[src/rtl/cpm_fifo_drain.sv]
// Read-side drain controller for a show-ahead FIFO: pops a burst of words and
// streams each word out as LSB-first slices on a valid/ready interface.
`timescale 1ns/1ps
module cpm_fifo_drain #(
  parameter int unsigned DATA_WIDTH  = 64,
  parameter int unsigned OUT_WIDTH   = 16,
  parameter int unsigned BURST_WIDTH = 8
) (
  input  logic                   clk,
  input  logic                   rst_n,
  input  logic                   Reset,
  input  logic                   start,
  input  logic [BURST_WIDTH-1:0] burst_len,
  output logic                   busy,
  output logic                   done,
  output logic [BURST_WIDTH-1:0] word_cnt,
  input  logic                   fifo_empty,
  input  logic [DATA_WIDTH-1:0]  fifo_data,
  output logic                   fifo_pop,
  output logic                   out_valid,
  input  logic                   out_ready,
  output logic [OUT_WIDTH-1:0]   out_data,
  output logic                   out_last
);

  localparam int unsigned RATIO = DATA_WIDTH / OUT_WIDTH;
  localparam int unsigned SW    = (RATIO > 1) ? $clog2(RATIO) : 1;
  localparam logic [SW-1:0] LAST_SLICE = SW'(RATIO - 1);

  localparam logic [1:0] S_IDLE = 2'd0;
  localparam logic [1:0] S_LOAD = 2'd1;
  localparam logic [1:0] S_SEND = 2'd2;
  localparam logic [1:0] S_DONE = 2'd3;

  logic [1:0]             state_q, state_d;
  logic [BURST_WIDTH-1:0] words_left_q, words_left_d;
  logic [BURST_WIDTH-1:0] word_cnt_q, word_cnt_d;
  logic [DATA_WIDTH-1:0]  shift_q, shift_d;
  logic [SW-1:0]          slice_idx_q, slice_idx_d;
  logic                   slice_last;

  // Next-state, datapath update and the combinational pop strobe
  always_comb begin
    state_d      = state_q;
    words_left_d = words_left_q;
    word_cnt_d   = word_cnt_q;
    shift_d      = shift_q;
    slice_idx_d  = slice_idx_q;
    fifo_pop     = 1'b0;
    slice_last   = (slice_idx_q == LAST_SLICE);

    if (Reset) begin
      state_d      = S_IDLE;
      words_left_d = '0;
      word_cnt_d   = '0;
      shift_d      = '0;
      slice_idx_d  = '0;
    end else begin
      case (state_q)
        S_IDLE: begin
          if (start) begin
            word_cnt_d = '0;
            if (burst_len != '0) begin
              words_left_d = burst_len;
              state_d      = S_LOAD;
            end else begin
              state_d = S_DONE;
            end
          end
        end
        S_LOAD: begin
          // Gating on empty makes underflow impossible
          if (!fifo_empty) begin
            fifo_pop    = 1'b1;
            shift_d     = fifo_data;
            slice_idx_d = '0;
            state_d     = S_SEND;
          end
        end
        S_SEND: begin
          if (out_ready) begin
            if (!slice_last) begin
              shift_d     = shift_q >> OUT_WIDTH;
              slice_idx_d = slice_idx_q + SW'(1);
            end else begin
              word_cnt_d   = word_cnt_q + BURST_WIDTH'(1);
              words_left_d = words_left_q - BURST_WIDTH'(1);
              state_d      = (words_left_q == BURST_WIDTH'(1)) ? S_DONE : S_LOAD;
            end
          end
        end
        S_DONE:  state_d = S_IDLE;
        default: state_d = S_IDLE;
      endcase
    end
  end

  always_ff @(posedge clk or negedge rst_n) begin
    if (!rst_n) begin
      state_q      <= S_IDLE;
      words_left_q <= '0;
      word_cnt_q   <= '0;
      shift_q      <= '0;
      slice_idx_q  <= '0;
    end else begin
      state_q      <= state_d;
      words_left_q <= words_left_d;
      word_cnt_q   <= word_cnt_d;
      shift_q      <= shift_d;
      slice_idx_q  <= slice_idx_d;
    end
  end

  // Outputs are direct decodes of registered state, so they hold during stalls
  assign busy      = (state_q != S_IDLE);
  assign done      = (state_q == S_DONE);
  assign word_cnt  = word_cnt_q;
  assign out_valid = (state_q == S_SEND);
  assign out_data  = shift_q[OUT_WIDTH-1:0];
  assign out_last  = out_valid && (words_left_q == BURST_WIDTH'(1)) && slice_last;

endmodule

[config.mk]
export PLATFORM = sky130hd
export DESIGN_NAME = cpm_fifo_drain
export DESIGN_NICKNAME = d
export VERILOG_FILES = /design/src/rtl/cpm_fifo_drain.sv
export SDC_FILE = /design/constraint.sdc
export NUM_CORES = 1
export LEC_CHECK = 0
export CORE_MARGIN = 10
export CORE_UTILIZATION = 50
export CTS_CLUSTER_SIZE = 8
export DETAILED_ROUTE_END_ITERATION = 8
export DONT_BUFFER_PORTS = 1
export PLACE_DENSITY = 0.68
export SYNTH_ARGS = -nofsm -noshare
export SYNTH_HDL_FRONTEND = slang
export SYNTH_SLANG_ARGS = --single-unit
[constraint.sdc]
create_clock -name clk -period 1.75 [get_ports clk]
set_input_delay 0.4375 -clock clk [delete_from_list [all_inputs] [get_ports clk]]
set_output_delay 0.4375 -clock clk [all_outputs]
set_load 0.03 [all_outputs]
# == Yosys cells after proc, flatten, opt, wreduce, memory -nomap -nowiden ==
# Index checks and enable logic that the tools add are counted.
# word_totals
memories,0
ramBits,0
out_inout_bits,29
rom_bits,0
register_bits,84
latchBits,0
in_bits,78
# op_classes
muxes,32
n_lt_le_gt_ge,0
bitwise_logic,0
n_eq_ne,11
addsub,3
shift,0
mul,0
n_div,0
n_reduce_logical,11
# ops
op,count
two-way mux 64 bit,4
case mux 64 bit (2 select lines),1
two-way mux 8 bit,9
case mux 8 bit (2 select lines),2
two-way mux 2 bit,11
!= test 3 bit (second input constant),4
AND reduction 4 bit,3
adder 8 x 1 -> 8 bit (second input constant),1
== test 8 x 1 -> 1 bit (second input constant),1
case mux 2 bit (4 select lines),1
nonzero test 8 bit,1
subtractor 8 x 1 -> 8 bit (second input constant),1
== test 2 bit (second input constant),3
!= test 3 x 2 -> 1 bit (second input constant),2
nonzero test 3 bit,2
AND reduction 5 bit,1
case mux 2 bit (2 select lines),1
two-way mux 1 bit,3
adder 2 x 1 -> 2 bit (second input constant),1
== test 2 x 1 -> 1 bit (second input constant),1
logical AND 1 bit,2
logical NOT 2 bit,1
nonzero test 2 bit,1

# == Longest topological paths before layout ==
# logic_depth
depth_word,6
ltp_mapped,8
mapped_depth_nobuf,5

# == Worst setup path after synthesis ==
# Ideal clock, no wire load.
# synth_path
path_kind,input port to output port
start,input port Reset
end,output port fifo_pop
required_ns,1.312
path_stages,3
t_arrival_ns,1.835
setup_slack_ns,-0.523
cell_sequence,buf_2 -> buf_2 -> nor4b_1
# synth_via
elab_chain_cells,1
# synth_rtl
item,line,source
"start, declared",11,"input logic Reset,"
two-way mux 1 bit,52,if (Reset) begin
"end, declared",19,"output logic fifo_pop,"
# No other way between the ends.

# == Worst setup path in the final report ==
# layout_path
start,register words_left_q[3]
end,output port out_last
# layout_via
elab_chain_cells,3
# layout_rtl
item,line,source
"start, declared",36,"logic [BURST_WIDTH-1:0] words_left_q, words_left_d;"
"start signal, assigned",107,words_left_q <= words_left_d;
== test 8 x 1 -> 1 bit,120,assign out_last = out_valid && (words_left_q == BURST_WIDTH'(1)) && slice_last;
logical AND 1 bit (2 in series),120,
"end, declared",23,output logic out_last
# No other way between the ends.

==> impl_metrics.csv <==
group,metric,value,unit
setup_path,slowest_delay,0.55,ns
timing,worstMarginPinSlew,0.427,ns
global_routing,grt_max_degree,85,
layout,nFillCells,665,
run,cap_violations,0,
yosys,synth_cells,462,
timing,setup_viol,7,
routing,avgRoutedWirePerCell,19.7,um
place,gp_congestion,0.855,
layout,multi_input_area,1930,sq um
layout,regArea,2100,sq um
clocking,root_buffer,"clkbuf_8",
yosys,async_flop_share,1.00,
die,ios,107,
timing,hold_viol_final,84,
timing,relSlewSlack,0.714,
setup_path,endpoint_kind,"primary output",
layout,nets,589,
timing,fmax,0.436,GHz
clocking,htreeDepth,3,
timing,rsz0062_at_grt,"yes",
die,initial_utilization,0.516,
place,place_hpwl,7.67,mm
layout,final_cell_count_no_fill,616,
timing,whs,-0.233,ns
setup_path,worst-setup-path-type,"reg -> out",
yosys,synth_area_per_cell,9.22,sq um
timing,worst_slack,-0.541,ns
setup_path,start_kind,"register",
timing,finalSetupTns,-1.01,ns
global_routing,first_global_vias,3265,
layout,drive_above_1_share,0.266,
power,p_leak,2.41,nW
global_routing,antenna_found_initial,0,
yosys,ys_types,45,
routing,drtIter0Drc,248,
yosys,syn_nets,544,
routing,vias_per_cell,5.80,
power,peakVddDrop,511,uV
clocking,cts_inserted_buffers,9,
yosys,netlist_area,4260,sq um
yosys,yosysWarningCount,0,
timing,period_share,1.31,
die,die_w,112,um
outcome,violations,"negative hold slack, negative setup slack",
yosys,synth_ff_type,"dfrtp_1",
clocking,clk_path_buf_depth,2,
clocking,cts_sinks,84,
setup_path,path_max_fanout,2,
timing,clock_skew,0.0108,ns
layout,areaGrowthSynthToFinish,27.9,%
die,fp-row-count,33,
setup_path,required,1.31,ns
outcome,outcome,"complete, but fails checks",
setup_path,cp_slowest_cell,"or4_4",
timing,final-max-slew-violation-count,0,
timing,fin_crit,2.29,ns
die,die_y,112,um
yosys,ys_seq_area_frac,0.494,
layout,antenna_cells,0,
clocking,path_clk_slew,0.09,ns
setup_path,worstPathCellList,"or4_4, or3_4, nor2_4",
setup_path,crit_family,"simple AND/OR/NAND/NOR gates",
place,dp_cells,560,
yosys,synth-seq-cells,84,
yosys,yosysTopAreaCell,"dfrtp_1",
clocking,cts_tree,"yes",
routing,drt_drc_violations_left,0,
setup_path,cp.buffers_inverters,0,
yosys,synth_edf_count,0,
die,core,8260,sq um
worst_hold_path,hold_path_class,"in -> async",
power,p_per_area,949,nW/um^2
global_routing,grt_pass1_wl,17.5,mm
place,port-buffer-count,0,
setup_path,arrival,1.85,ns
global_routing,grt_overflow_total,0,
routing,ant_nets,0,
die,die_area,12600,sq um
yosys,synth_top_area_share,0.494,
clocking,clkLatencyLatePin,0.36,ns
yosys,synth.area.top_cells,"dfrtp_1, a22oi_1, nand2_1",
routing,dr.pass1.iters,5,
routing,vias,3574,
routing,drt_wl_total,12.1,mm
global_routing,grt_util_all_layers,0.170,
sequential cells by signal, summed over array words and instances, names as in the netlist:
signal	flops
word_cnt	8
words_left_q	8
slice_idx_q	2
shift_q	64
state_q	2
kinds of logic after synthesis:
group / synth area share
compound gates: 0.250
fa+ha+maj: 0.0118
buf+inv: 0.0911
flops: 0.494
mux: 0.00264
simple gates: 0.151
cells in the mapped netlist, drive strengths merged (4+ instances only):
master and instances:
a21oi 16, a22oi 48, and3 4, buf 39
clkbuf 11, dfrtp 84, ha 4, inv 12
nand2 94, nand2b 5, nand3 5, nor2 11
nor4 4, o21ai 79, o221ai 5, or3 5
placed cells by master (no fill, tap or decap), types with 9 or more instances in the layout:
cell type   n
nand2_1    93
clkbuf_8    9
o21ai_0    36
clkbuf_16  11
buf_12     10
o21ai_1    39
inv_1      10
a21oi_1    14
buf_4      45
a22oi_1    48
buf_6      16
dfrtp_1    83
what timing repair did:
item / in CTS / in global routing
cloned: 0 / 16
setup buffers: 5 / 20
pin swaps: 4 / 17
endpoints found under the hold margin: 84 / 84
resized for setup: 17 / 55
endpoints found under the setup margin: 11 / 69
layout make-up:
cell class,count,share of cell area
multi-input combinational,316,0.355
sequential,84,0.386
clock buffer,9,0.0227
clock inverter,6,0.0131
inverter,12,0.00873
tap,105,0.0241
timing repair buffer,84,0.190
metrics by stage:
| stage | utilization | power, W | hold WS, ns | cell area (sq um) | setup WS, ns |
|---|---|---|---|---|---|
| 2_1_floorplan | - | 0.00314 | 0.142 | 4280 | -0.136 |
| 3_3_place_gp | 0.548 | 0.00336 | 0.144 | 4520 | -0.205 |
| 3_5_place_dp | 0.548 | 0.00339 | 0.144 | 4520 | -0.221 |
| 4_1_cts | 0.583 | 0.00486 | -0.256 | 4820 | -0.587 |
| 5_1_grt | 0.660 | 0.00546 | -0.277 | 5450 | -0.600 |
| 6_report | 0.660 | 0.00517 | -0.233 | 5450 | -0.541 |
report_power, final:
| part | internal (W) | total [W] | switching (W) |
|---|---|---|---|
| clock | 0.000667 | 0.00142 | 0.000752 |
| sequential | 0.00217 | 0.00244 | 0.000268 |
| combinational | 0.000683 | 0.00131 | 0.000629 |
final timing paths:
path | slack, ns | cells after the start | end | from
max | -0.54 | 3 | out_last | words_left_q[3]
min | -0.23 | 0 | word_cnt[3] | rst_n
max reg2reg | -0.23 | 6 | words_left_q[7] | words_left_q[3]
min reg2reg | 0.49 | 2 | shift_q[43] | shift_q[43]
max in group asynchronous | 1.81 | 0 | state_q[1] | rst_n
min in group clk | 0.14 | 1 | state_q[0] | Reset
metal layers:
| metal | up-vias | share of wire | track usage |
|---|---|---|---|
| li1 | 1723 | - | - |
| met1 | 1719 | 0.44 | 0.227 |
| met2 | 115 | 0.46 | 0.253 |
| met3 | 17 | 0.071 | 0.0554 |
| met4 | 0 | 0.021 | 0.0601 |
| met5 | - | 0 | 0 |
No activity file was read; power rests on OpenSTA's default activity.
